<file path="config.mk">
export PLATFORM = sky130hd
export DESIGN_NAME = srio_status_tx
export DESIGN_NICKNAME = d
export VERILOG_FILES = /design/src/rtl/srio_status_tx.sv
export SDC_FILE = /design/constraint.sdc
export NUM_CORES = 1
export LEC_CHECK = 0
export CAP_MARGIN = 20
export CELL_PAD_IN_SITES_DETAIL_PLACEMENT = 0
export CELL_PAD_IN_SITES_GLOBAL_PLACEMENT = 1
export CORE_MARGIN = 10
export CORE_UTILIZATION = 37
export CTS_CLUSTER_SIZE = 28
export DETAILED_ROUTE_END_ITERATION = 16
export GPL_TIMING_DRIVEN = 1
export PLACE_DENSITY_LB_ADDON = 0.1
export SYNTH_ARGS = -nofsm -noshare
export SYNTH_HDL_FRONTEND = slang
export SYNTH_SLANG_ARGS = --single-unit
</file>
<file path="constraint.sdc">
create_clock -name clk -period 4.58 [get_ports clk]
set_input_delay 0.687 -clock clk [delete_from_list [all_inputs] [get_ports clk]]
set_output_delay 0.687 -clock clk [all_outputs]
set_load 0.03 [all_outputs]
</file>
<file path="src/rtl/srio_status_tx.sv">
// Status reporter: sends seven 64-bit NWRITE records (config fields plus status) to the IFM board.
// Optional change-detect triggering is enabled with `define STATUS_TX_CHG_EN.
module srio_status_tx #(
  parameter logic [31:0] REMOTE_BASE = 32'hC000_0100,
  parameter logic [31:0] PERIOD      = 32'd100_000
) (
  input  logic        clk,
  input  logic        sys_rst,
  input  logic [7:0]  cmd_DA,
  input  logic        sig_sel,
  input  logic        clk_sel,
  input  logic        bisuo_sclr,
  input  logic [7:0]  bisuo_st,
  input  logic [7:0]  bisuo_width,
  input  logic [7:0]  status_in,
  input  logic        force_tx,
  input  logic        init_ready,
  output logic        init_req,
  output logic [31:0] init_addr,
  output logic [63:0] init_data,
  output logic [7:0]  init_be,
  output logic        busy,
  output logic [15:0] tx_cnt
);

  typedef enum logic [1:0] {StIdle, StSend, StDone} state_e;

  state_e          state_q, state_d;
  logic [2:0]      rec_idx_q, rec_idx_d;
  logic            pending_q, pending_d;
  logic [31:0]     timer_q, timer_d;
  logic [6:0][7:0] fields;
  logic [6:0][7:0] snap_q;
  logic [7:0]      rec_byte;
  logic            load;
  logic            expire;
  logic            chg;
  logic            trigger;

  always_comb begin
    fields    = '0;
    fields[0] = cmd_DA;
    fields[1] = {7'd0, sig_sel};
    fields[2] = {7'd0, clk_sel};
    fields[3] = {7'd0, bisuo_sclr};
    fields[4] = bisuo_st;
    fields[5] = bisuo_width;
    fields[6] = status_in;
  end

  assign expire = (PERIOD != 32'd0) && (timer_q == PERIOD - 32'd1);

  always_comb begin
    timer_d = timer_q + 32'd1;
    if (PERIOD == 32'd0 || expire) begin
      timer_d = 32'd0;
    end
  end

`ifdef STATUS_TX_CHG_EN
  // The snapshot doubles as the change-detect shadow: both hold the last captured fields.
  assign chg = (fields != snap_q);
`else
  assign chg = 1'b0;
`endif

  assign trigger = force_tx | expire | chg;

  always_ff @(posedge clk) begin
    if (sys_rst) begin
      state_q   <= StIdle;
      rec_idx_q <= 3'd0;
      pending_q <= 1'b0;
      timer_q   <= 32'd0;
      snap_q    <= '0;
      tx_cnt    <= 16'd0;
    end else begin
      state_q   <= state_d;
      rec_idx_q <= rec_idx_d;
      pending_q <= pending_d;
      timer_q   <= timer_d;
      if (load) begin
        snap_q <= fields;
      end
      if (state_q == StDone) begin
        tx_cnt <= tx_cnt + 16'd1;
      end
    end
  end

  always_comb begin
    state_d   = state_q;
    rec_idx_d = rec_idx_q;
    pending_d = pending_q;
    load      = 1'b0;
    unique case (state_q)
      StIdle: begin
        if (trigger || pending_q) begin
          load      = 1'b1;
          pending_d = 1'b0;
          rec_idx_d = 3'd0;
          state_d   = StSend;
        end
      end
      StSend: begin
        if (trigger) begin
          pending_d = 1'b1;
        end
        if (init_ready) begin
          if (rec_idx_q == 3'd6) begin
            state_d = StDone;
          end else begin
            rec_idx_d = rec_idx_q + 3'd1;
          end
        end
      end
      StDone: begin
        if (pending_q) begin
          pending_d = 1'b0;
          load      = 1'b1;
          rec_idx_d = 3'd0;
          state_d   = StSend;
        end else begin
          // A trigger landing in DONE is held and picked up from IDLE.
          pending_d = trigger;
          state_d   = StIdle;
        end
      end
      default: state_d = StIdle;
    endcase
  end

  always_comb begin
    case (rec_idx_q)
      3'd0:    rec_byte = snap_q[0];
      3'd1:    rec_byte = snap_q[1];
      3'd2:    rec_byte = snap_q[2];
      3'd3:    rec_byte = snap_q[3];
      3'd4:    rec_byte = snap_q[4];
      3'd5:    rec_byte = snap_q[5];
      3'd6:    rec_byte = snap_q[6];
      default: rec_byte = 8'd0;
    endcase
  end

  always_comb begin
    init_req  = (state_q == StSend);
    busy      = (state_q != StIdle);
    init_be   = 8'h00;
    init_addr = 32'd0;
    init_data = 64'd0;
    if (init_req) begin
      init_be   = 8'hFF;
      init_addr = REMOTE_BASE + {26'd0, rec_idx_q, 3'd0};
      init_data = {24'd0, rec_byte, 32'd0};
    end
  end

endmodule

</file>
==> impl_metrics.ini <==
[run]
maxCapViolCount = 0

[yosys]
synth_area_mm2 = 0.005241
synth.area.top_cells = dfxtp_1 (34%), buf_4 (13%), o221ai_1 (5.8%)
synth-seq-area-share_pct = 33.99
netlist_top_cells_count = buf_4 (93), dfxtp_1 (89), nor2_1 (66)
synth_edf_count = 0
synth_top_flop_cell = dfxtp_1
syn_area_per_cell_um2 = 8.177
synth_top_area_share_pct = 33.99
yosysWarnings = 0
async_flop_share_pct = 0
synth_top_area_cell = dfxtp_1
ys_seq_elements = 89
synthDistinctLibCells = 47
synth.most_common_cell = buf_4
postSynthCellCount = 641

[floorplan]
start_util_pct = 37.76
design.core.area_mm2 = 0.01388
die_area_mm2 = 0.01933
io_pins = 161
die_x_um = 139.0
num_rows = 43
fp.dieH_um = 139.0

[hold_path]
hold_start = timer_q[0]$_SDFF_PP0_
holdPathEnd = timer_q[0]$_SDFF_PP0_
worstHoldPathType = reg -> reg
whs_path_depth = 1

[clock_tree]
ctsResizeCount = 0
clock_latency_ns = 0.34
cts_root_buf = clkbuf_16
clk_pin_slew_ns = 0.07
holdBufCountCts = 0
cts_buffers = 9
cts_sinks = 89
cts_setup_buffers = 0
htreeDepth = 3
clock_path_buffers = 2
cts_tree = yes

[cells_and_area]
final_area_mm2 = 0.006053
antennaDiodeCount = 0
area_delta_synth_final_pct = 15.49
layout-drive-gt1-share_pct = 4.942
final_nets = 733

[timing]
slew-limit-headroom_pct = 29.22
worst_slew_pin_slew_ns = 1.059
fin_crit_sh_pct = 86.32
whs_ns = 0.4633
setup_tns_ns = 0
finalHoldViolCount = 0
finalSetupViolations = 0
worst_clock_skew_ns = 0.006921
post-route-min-period_ns = 3.953
rsz0062_at_grt = false
fmax_ghz = 0.2529
drv_slew = 0

[detailed_routing]
route.vias.total = 4581
via_per_inst = 5.278
route.detailed.drc = 0
drt_iter0_markers = 419
antenna_left = 0
wire_per_inst_um = 16.96
drt_pass1_iterations = 8
wirelength_mm = 14.73

[global_routing]
grtUsageMet3_pct = 3.904
grt_pass1_vias = 4443
top_usage_layer = met2
grt_max_degree = 42
grt_use_total_pct = 14.57
grt_pass1_wl_mm = 23.76
grt_util_met2_pct = 22.56
grt_overflow = 0
use_met1_pct = 19.32
antenna_found_initial = 0

[power]
total_power_mw = 2.034
p_leak_nw = 2.170
p_clk_share_pct = 36.7
switching_power_mw = 0.6468
combPwrFrac_pct = 21.3
power.density_mw_per_mm2 = 336.1
irDropWorstVdd_mv = 0.1848
intPower_mw = 1.387
switching_share_pct = 31.79
seqPwrFrac_pct = 42.0

[critical_path]
path_depth = 6
cp-start-kind = flop
critPathBufInv = 3
required_ns = 3.89
crit_start = rec_idx_q[2]$_SDFFE_PP0P_
cp-end-kind = output port
worstPathArrival_ns = 3.27
reg2reg_to = snap_q[39]$_SDFFE_PP0P_
critical_path_class = reg -> out
cp_slowest_stage_delay_ns = 0.80
crit_family = buffers and inverters
crit_slowest_cell = o41ai_1
crit_chain = clkinv_1 -> ha_1 -> o41ai_1 -> buf_4 -> nor2_1 -> clkdlybuf4s50_1
rr_worst_depth = 6
crit_fanout = 18
reg2reg_from = timer_q[0]$_SDFF_PP0_
regToRegSetupSlack_ns = 1.93

[place]
port_buffers = 78
placed_cell_area_mm2 = 0.005756
dp_hpwl_mm = 10.53
gp_congestion = 0.7911

[run_status]
status = finished clean
[power groups by stage]
stage	logic (mW)	registers (mW)	clock network (mW)
finish	0.433	0.854	0.747
global placement	0.425	0.870	0
global route	0.468	0.858	0.802
CTS	0.431	0.853	0.770
detailed placement	0.430	0.871	0
floorplan	0.373	0.853	0
[layout make-up]
type                            instances  area [µm²]
Multi-Input combinational cell        485        2872
Fill cell                            1405        7828
Tap cell                              180       225.2
Clock inverter                          5       55.05
Timing Repair Buffer                   85       828.3
Clock buffer                           11       242.7
Inverter                               13       48.80
Sequential cell                        89        1782
[kinds of logic (layout without fill, tap and decap cells)]
kind of cell,count (synthesis),in the layout,share of synthesized area (%)
flops,89,89,33.99
buf+inv,148,114,17.40
compound gates,116,116,17.16
fa+ha+maj,11,11,2.626
other cells,1,82,0.07155
xor+xnor,38,38,6.350
simple gates,236,236,22.01
mux,2,2,0.3820
[state kept, by name, summed over array words and instances, names as in the netlist]
name,cells
snap_q,35
timer_q,32
tx_cnt,16
rec_idx_q,3
state_q,2
pending_q,1
[layer usage]
metal,vias up,part of all wire [%]
met5,-,0
met1,2190,46
li1,2209,-
met4,0,0.95
met3,13,6.6
met2,169,47
[worst reg2reg max path, stage by stage (launching register included)]
cell and delay, ns:
dfxtp_1 0.33, ha_1 0.24, and3_1 0.17, and4_1 0.24, a21oi_4 0.85, buf_4 0.49, o221ai_1 0.19
[through the flow]
stage	cells	setup WS (ns)	utilization (%)
after floorplan	722	1.725	-
after global placement	852	1.078	41.46
after detailed placement	852	1.058	41.46
after CTS	868	0.6872	43.61
after global routing	868	0.3892	43.61
final	868	0.6266	43.61
[cell usage in the layout (no fill, tap or decap), types with 5 or more instances in the layout]
master           instances
dfxtp_1                 89
xor2_1                  22
a31oi_1                  8
nor3_1                   7
nand4_1                 11
nand2_1                 58
conb_1                  82
and4_1                   5
inv_1                   12
and2_1                   6
clkdlybuf4s50_1         77
xnor2_1                 16
a22oi_1                 35
o21ai_0                  7
a21oi_1                  8
nor2_1                  64
ha_1                    11
a222oi_1                 8
o221ai_1                35
clkbuf_16                9
or4_1                    6
or3_1                    6
buf_4                    7
nand3_1                 50
and3_1                   6
[worst max-delay path by stage]
stage | end | slack [ns]
final | init_data[36] | 0.63
after global routing | init_data[34] | 0.39
after CTS | init_data[34] | 0.69
after detailed placement | init_data[34] | 1.06
after global placement | init_data[36] | 1.08
after floorplan | init_data[33] | 1.73
No activity file was read; power rests on OpenSTA's default activity.
